### src/rtl/regfile_2r1w.sv
// regfile_2r1w: two-read / one-write register file with byte-lane write
// strobes and a pending-write scoreboard. Register 0 reads as zero and is
// never pending. All state changes happen on the falling edge of clk, so
// decode-stage reads in the second half of a cycle see the writeback
// presented in the first half.
//
// Optional feature: define REGFILE_BYPASS_EN to forward the in-flight write
// data (byte-merged with the stored word) to a read port whose address
// matches w_addr before the falling edge. When undefined, reads return the
// array contents only and no bypass muxes are built.
module regfile_2r1w #(
    parameter int              WIDTH     = 32,
    parameter int              DEPTH     = 32,
    parameter int              AW        = 5,
    parameter logic [WIDTH-1:0] RESET_VAL = '0
) (
    input  logic                 clk,
    input  logic                 rst,
    input  logic [AW-1:0]        ra_addr,
    output logic [WIDTH-1:0]     ra_data,
    output logic                 ra_pend,
    input  logic [AW-1:0]        rb_addr,
    output logic [WIDTH-1:0]     rb_data,
    output logic                 rb_pend,
    input  logic                 w_en,
    input  logic [AW-1:0]        w_addr,
    input  logic [WIDTH-1:0]     w_data,
    input  logic [WIDTH/8-1:0]   w_be,
    input  logic                 p_set,
    input  logic [AW-1:0]        p_addr,
    output logic                 p_busy
);

    localparam int NB = WIDTH / 8;

    logic [WIDTH-1:0] mem [DEPTH];
    logic [DEPTH-1:0] pend;
    logic [DEPTH-1:0] pend_nxt;
    logic [WIDTH-1:0] be_mask;
    logic [WIDTH-1:0] w_merged;
    logic             w_live;

    // A write only has an architectural effect on registers 1..DEPTH-1.
    assign w_live = w_en && (w_addr != '0);

    // Expand byte strobes to a bit mask and merge new lanes over the stored word.
    always_comb begin
        be_mask = '0;
        for (int i = 0; i < NB; i++) begin
            be_mask[8*i +: 8] = {8{w_be[i]}};
        end
        w_merged = (mem[w_addr] & ~be_mask) | (w_data & be_mask);
    end

    // Register array: async reset to RESET_VAL, falling-edge byte-lane write.
    // Entry 0 is held at zero and never written; an all-zero strobe rewrites
    // the old value, which is harmless.
    always_ff @(negedge clk or posedge rst) begin
        if (rst) begin
            for (int i = 0; i < DEPTH; i++) begin
                mem[i] <= (i == 0) ? '0 : RESET_VAL;
            end
        end else if (w_live) begin
            mem[w_addr] <= w_merged;
        end
    end

    // Scoreboard next state: a write clears its target, p_set then sets its
    // target, so a same-edge set on the same address wins. Bit 0 never pends.
    always_comb begin
        pend_nxt = pend;
        if (w_en) begin
            pend_nxt[w_addr] = 1'b0;
        end
        if (p_set) begin
            pend_nxt[p_addr] = 1'b1;
        end
        pend_nxt[0] = 1'b0;
    end

    // Scoreboard register, updated on the falling edge like the array.
    always_ff @(negedge clk or posedge rst) begin
        if (rst) begin
            pend <= '0;
        end else begin
            pend <= pend_nxt;
        end
    end

    assign p_busy = |pend;

`ifdef REGFILE_BYPASS_EN
    logic ra_hit;
    logic rb_hit;

    assign ra_hit = w_live && (ra_addr == w_addr);
    assign rb_hit = w_live && (rb_addr == w_addr);

    // Read port A with forwarding of the in-flight write; a forwarded operand
    // is no longer pending unless a new producer claims it this same cycle.
    always_comb begin
        ra_data = '0;
        ra_pend = pend[ra_addr];
        if (ra_addr != '0) begin
            ra_data = mem[ra_addr];
        end
        if (ra_hit) begin
            ra_data = w_merged;
            ra_pend = p_set && (p_addr == ra_addr);
        end
    end

    // Read port B, same forwarding rules as port A.
    always_comb begin
        rb_data = '0;
        rb_pend = pend[rb_addr];
        if (rb_addr != '0) begin
            rb_data = mem[rb_addr];
        end
        if (rb_hit) begin
            rb_data = w_merged;
            rb_pend = p_set && (p_addr == rb_addr);
        end
    end
`else
    // Read port A: plain combinational array read, zero for register 0.
    always_comb begin
        ra_data = '0;
        ra_pend = pend[ra_addr];
        if (ra_addr != '0) begin
            ra_data = mem[ra_addr];
        end
    end

    // Read port B: plain combinational array read, zero for register 0.
    always_comb begin
        rb_data = '0;
        rb_pend = pend[rb_addr];
        if (rb_addr != '0) begin
            rb_data = mem[rb_addr];
        end
    end
`endif

endmodule
### config.mk
export PLATFORM = sky130hd
export DESIGN_NAME = regfile_2r1w
export DESIGN_NICKNAME = d
export VERILOG_FILES = /design/src/rtl/regfile_2r1w.sv
export SDC_FILE = /design/constraint.sdc
export NUM_CORES = 2
export LEC_CHECK = 0
export BUFFER_PORTS_ARGS = -buffer_cell sky130_fd_sc_hd__buf_4
export CORE_MARGIN = 2
export CORE_UTILIZATION = 65
export DETAILED_ROUTE_END_ITERATION = 8
export PLACE_DENSITY_LB_ADDON = 0.05
export RECOVER_POWER = 50
export SKIP_LAST_GASP = 1
export SLEW_MARGIN = 20
export SYNTH_ARGS = -nofsm -noshare
export SYNTH_HDL_FRONTEND = slang
export SYNTH_SLANG_ARGS = --single-unit
### constraint.sdc
create_clock -name clk -period 94.2 [get_ports clk]
set_input_delay 14.13 -clock clk [delete_from_list [all_inputs] [get_ports clk]]
set_output_delay 14.13 -clock clk [all_outputs]
set_load 0.03 [all_outputs]
==> run metrics <==
routed len/inst 37.7 µm; worst-case clock skew around 0.015 ns; Leakage approximately 30 nW; hold buffers post-CTS 0; DR DRC count 0; Max Cap Violations 13; CP max stage delay ~6.7 ns; Async SR Flop Fraction 100%; Crit path arrival time 26.88 ns; num rows 114; DIE HEIGHT 317 µm; final wirelength 234,000 µm; clk buf depth 3; first-pass GRT wire length 337,000 µm; Max-slew headroom -523%; initial antenna violation count 8; DP Wirelength 125,000 µm; failing checks max-capacitance violations, max-slew violations; Die X 317 µm; RSZ-0062 raised after global routing no; CP startpoint kind primary input; worst vdd ir 0.0169 mV; cells after synthesis 5,059; CTS tree yes; gr usage total 47.1%; CP Buf/Inv Count 4; most used cell, CP clkbuf_1; GRT overflow 0; Cell Count, Final, Fillers Out ~6,200; flops & latches, synth 1,055; Worst-Margin Slew between 9 and 10 ns; worst path cell trace clkbuf_4, clkinvlp_2, clkbuf_1, clkbuf_1; root buf cell clkbuf_16; max-slew violation count 1,106; DR pass1 iterations 8; final setup fails 0; CTS resizes 0; H-tree depth 3; input/output buffers 126; post-route ant nets 0; Iter 0 DRT Violations 7,371; Synth Cell Area 63,700 µm²; critical path endpoint category async pin; via count 49,000; syn_area_per_cell around 13 µm²; number of synthesized flops with an enable pin 0; Primary FF master, synth dfrtn_1; power after layout 1.45 mW; cell count after placement 6,005; IO Count between 100 and 150; number of synthesis warnings 0; count of cell types in the netlist 63; vias per inst 7.90; Hold Crit Class reg -> reg; Die Area ~100,000 µm²; Critical Path RT 45.77 ns; fin worst setup slack 18.89 ns; setup TNS 0 ns; number of global-route vias before repair 48,100; share of post-route cells with drive strength above 1 34.0%; syn_nets 5,119; final hold violation count 0; sequential cell area fraction in the yosys report 41.4%; status finished, violations left; largest net degree at the start of global routing 177; CTS clk-pin slew, worst paths 0.04 ns; Initial Utilization between 60% and 70%; clock latency on the worst-skew pair ~0.68 ns; Pwr Density 21.2 nW/µm²; # Post-CTS Setup Buffers 0; cell family with most CP delay buffers and inverters; clock sink count 1,055; Core Area 96,900 µm²; Crit Path Class in -> async; CTS Buf Count 113; Placer Congestion between 0.8 and 0.9; # nets final 4,908; Crit Path Max Fanout 176; slowest CP cell clkbuf_1; P&R area growth vs syn 7.64%; Setup WS pre-CTS 28.13 ns
## power by group
| group | leakage (nW) | internal, mW | switching [mW] | total [mW] |
|---|---|---|---|---|
| registers | 13.9 | 0.547 | 0.0859 | 0.633 |
| clock network | 1.88 | 0.278 | 0.193 | 0.471 |
| logic | 14.2 | 0.179 | 0.172 | 0.350 |
## final cells by class
| type | instances | area (µm²) |
|---|---|---|
| multi-input cells | 3416 | 35000 |
| repair buffers | 248 | 1650 |
| flip-flops and latches | 1055 | 26400 |
| fillers | 6774 | 28300 |
| diodes | 5 | 12.5 |
| clock inverters | 30 | 442 |
| inverters | 14 | 53.8 |
| clock buffers | 167 | 3410 |
| well taps | 1276 | 1600 |
## logic make-up (layout without fill, tap and decap cells)
kind of cell,count (synthesis),count (layout),synth area share (%)
buf+inv,588,459,4.27
compound gates,933,933,9.29
other cells,0,5,0
simple gates,733,733,5.22
mux,1750,1750,39.8
flops,1055,1055,41.4
## layer usage
layer / up-vias / track usage [%] / share of wire (%)
met5: - / 0.284 / 0.021
met1: 25100 / 63.8 / 36
met4: 8 / 26.9 / 6.9
met2: 3867 / 64.8 / 42
met3: 975 / 18.8 / 16
li1: 19100 / - / -
## path summary, 6_finish.rpt
kind / endpoint / cells past startpoint / startpoint / slack (ns)
min in group asynchronous: pend[8] / 2 / rst / 61.88
min: mem[1006] / 0 / mem[1006] / 0.36
max in group clk: mem[108] / 9 / w_addr[1] / 26.66
min reg2reg: mem[1006] / 0 / mem[1006] / 0.36
max reg2reg: mem[148] / 6 / mem[276] / 91.37
max: mem[451] / 4 / rst / 18.89
## flip-flops by register name, summed over array words and instances, names as in the netlist
signal and flops:
pend 31, mem 1024
## cells in the mapped netlist (13+ instances only)
cell / number / share of area [%]
buf_4: 27 / 0.32
clkbuf_1: 281 / 1.7
a211oi_1: 29 / 0.34
o221ai_1: 26 / 0.36
mux4_2: 555 / 20
a21oi_1: 85 / 0.67
a32oi_1: 21 / 0.29
a2111oi_0: 33 / 0.45
buf_1: 55 / 0.32
nor2_1: 93 / 0.55
nand2_1: 430 / 2.5
mux2_2: 696 / 12
dfrtn_1: 1055 / 41
buf_2: 187 / 1.5
nor4_1: 21 / 0.21
o21ai_0: 339 / 2.7
a22o_1: 18 / 0.25
nand3_1: 18 / 0.14
buf_6: 24 / 0.42
a22oi_1: 163 / 1.9
o22ai_1: 158 / 1.6
mux2i_1: 490 / 7.7
nand2b_1: 13 / 0.13
nor2b_1: 39 / 0.38
a221oi_1: 24 / 0.33
nor3_1: 46 / 0.36
## cells in the final DEF (no fill, tap or decap), types with 8 or more instances in the layout
cell type and instances:
a21oi_1 85, nand3_1 17, clkinv_2 13, clkbuf_16 119, or4_1 11, nand2b_1 13
a211oi_1 29, a32oi_1 21, a21o_1 8, mux2_2 695, nor3_1 44, a2111oi_0 33
o221ai_1 26, nand2_1 406, bufinv_16 11, a22o_1 18, nand2_4 30, inv_1 11
clkbuf_1 102, o21ai_0 339, dfrtn_1 1055, nor2b_1 34, mux2_1 10, mux4_2 555
o22ai_1 157, a221oi_1 24, buf_4 157, nor2_1 90, a22oi_1 163, a31oi_2 8
nor4_1 21, clkbuf_8 26, mux2i_1 490
## through the flow
step	area [µm²]	hold WS [ns]	utilization, %
floorplan	63700	0.419	-
detailed placement	65000	0.363	67.1
global placement	65000	0.355	67.1
global route	68600	0.371	70.8
CTS	68800	0.363	71.1
finish	68600	0.362	70.8
Power figures use the tool's default switching activity.
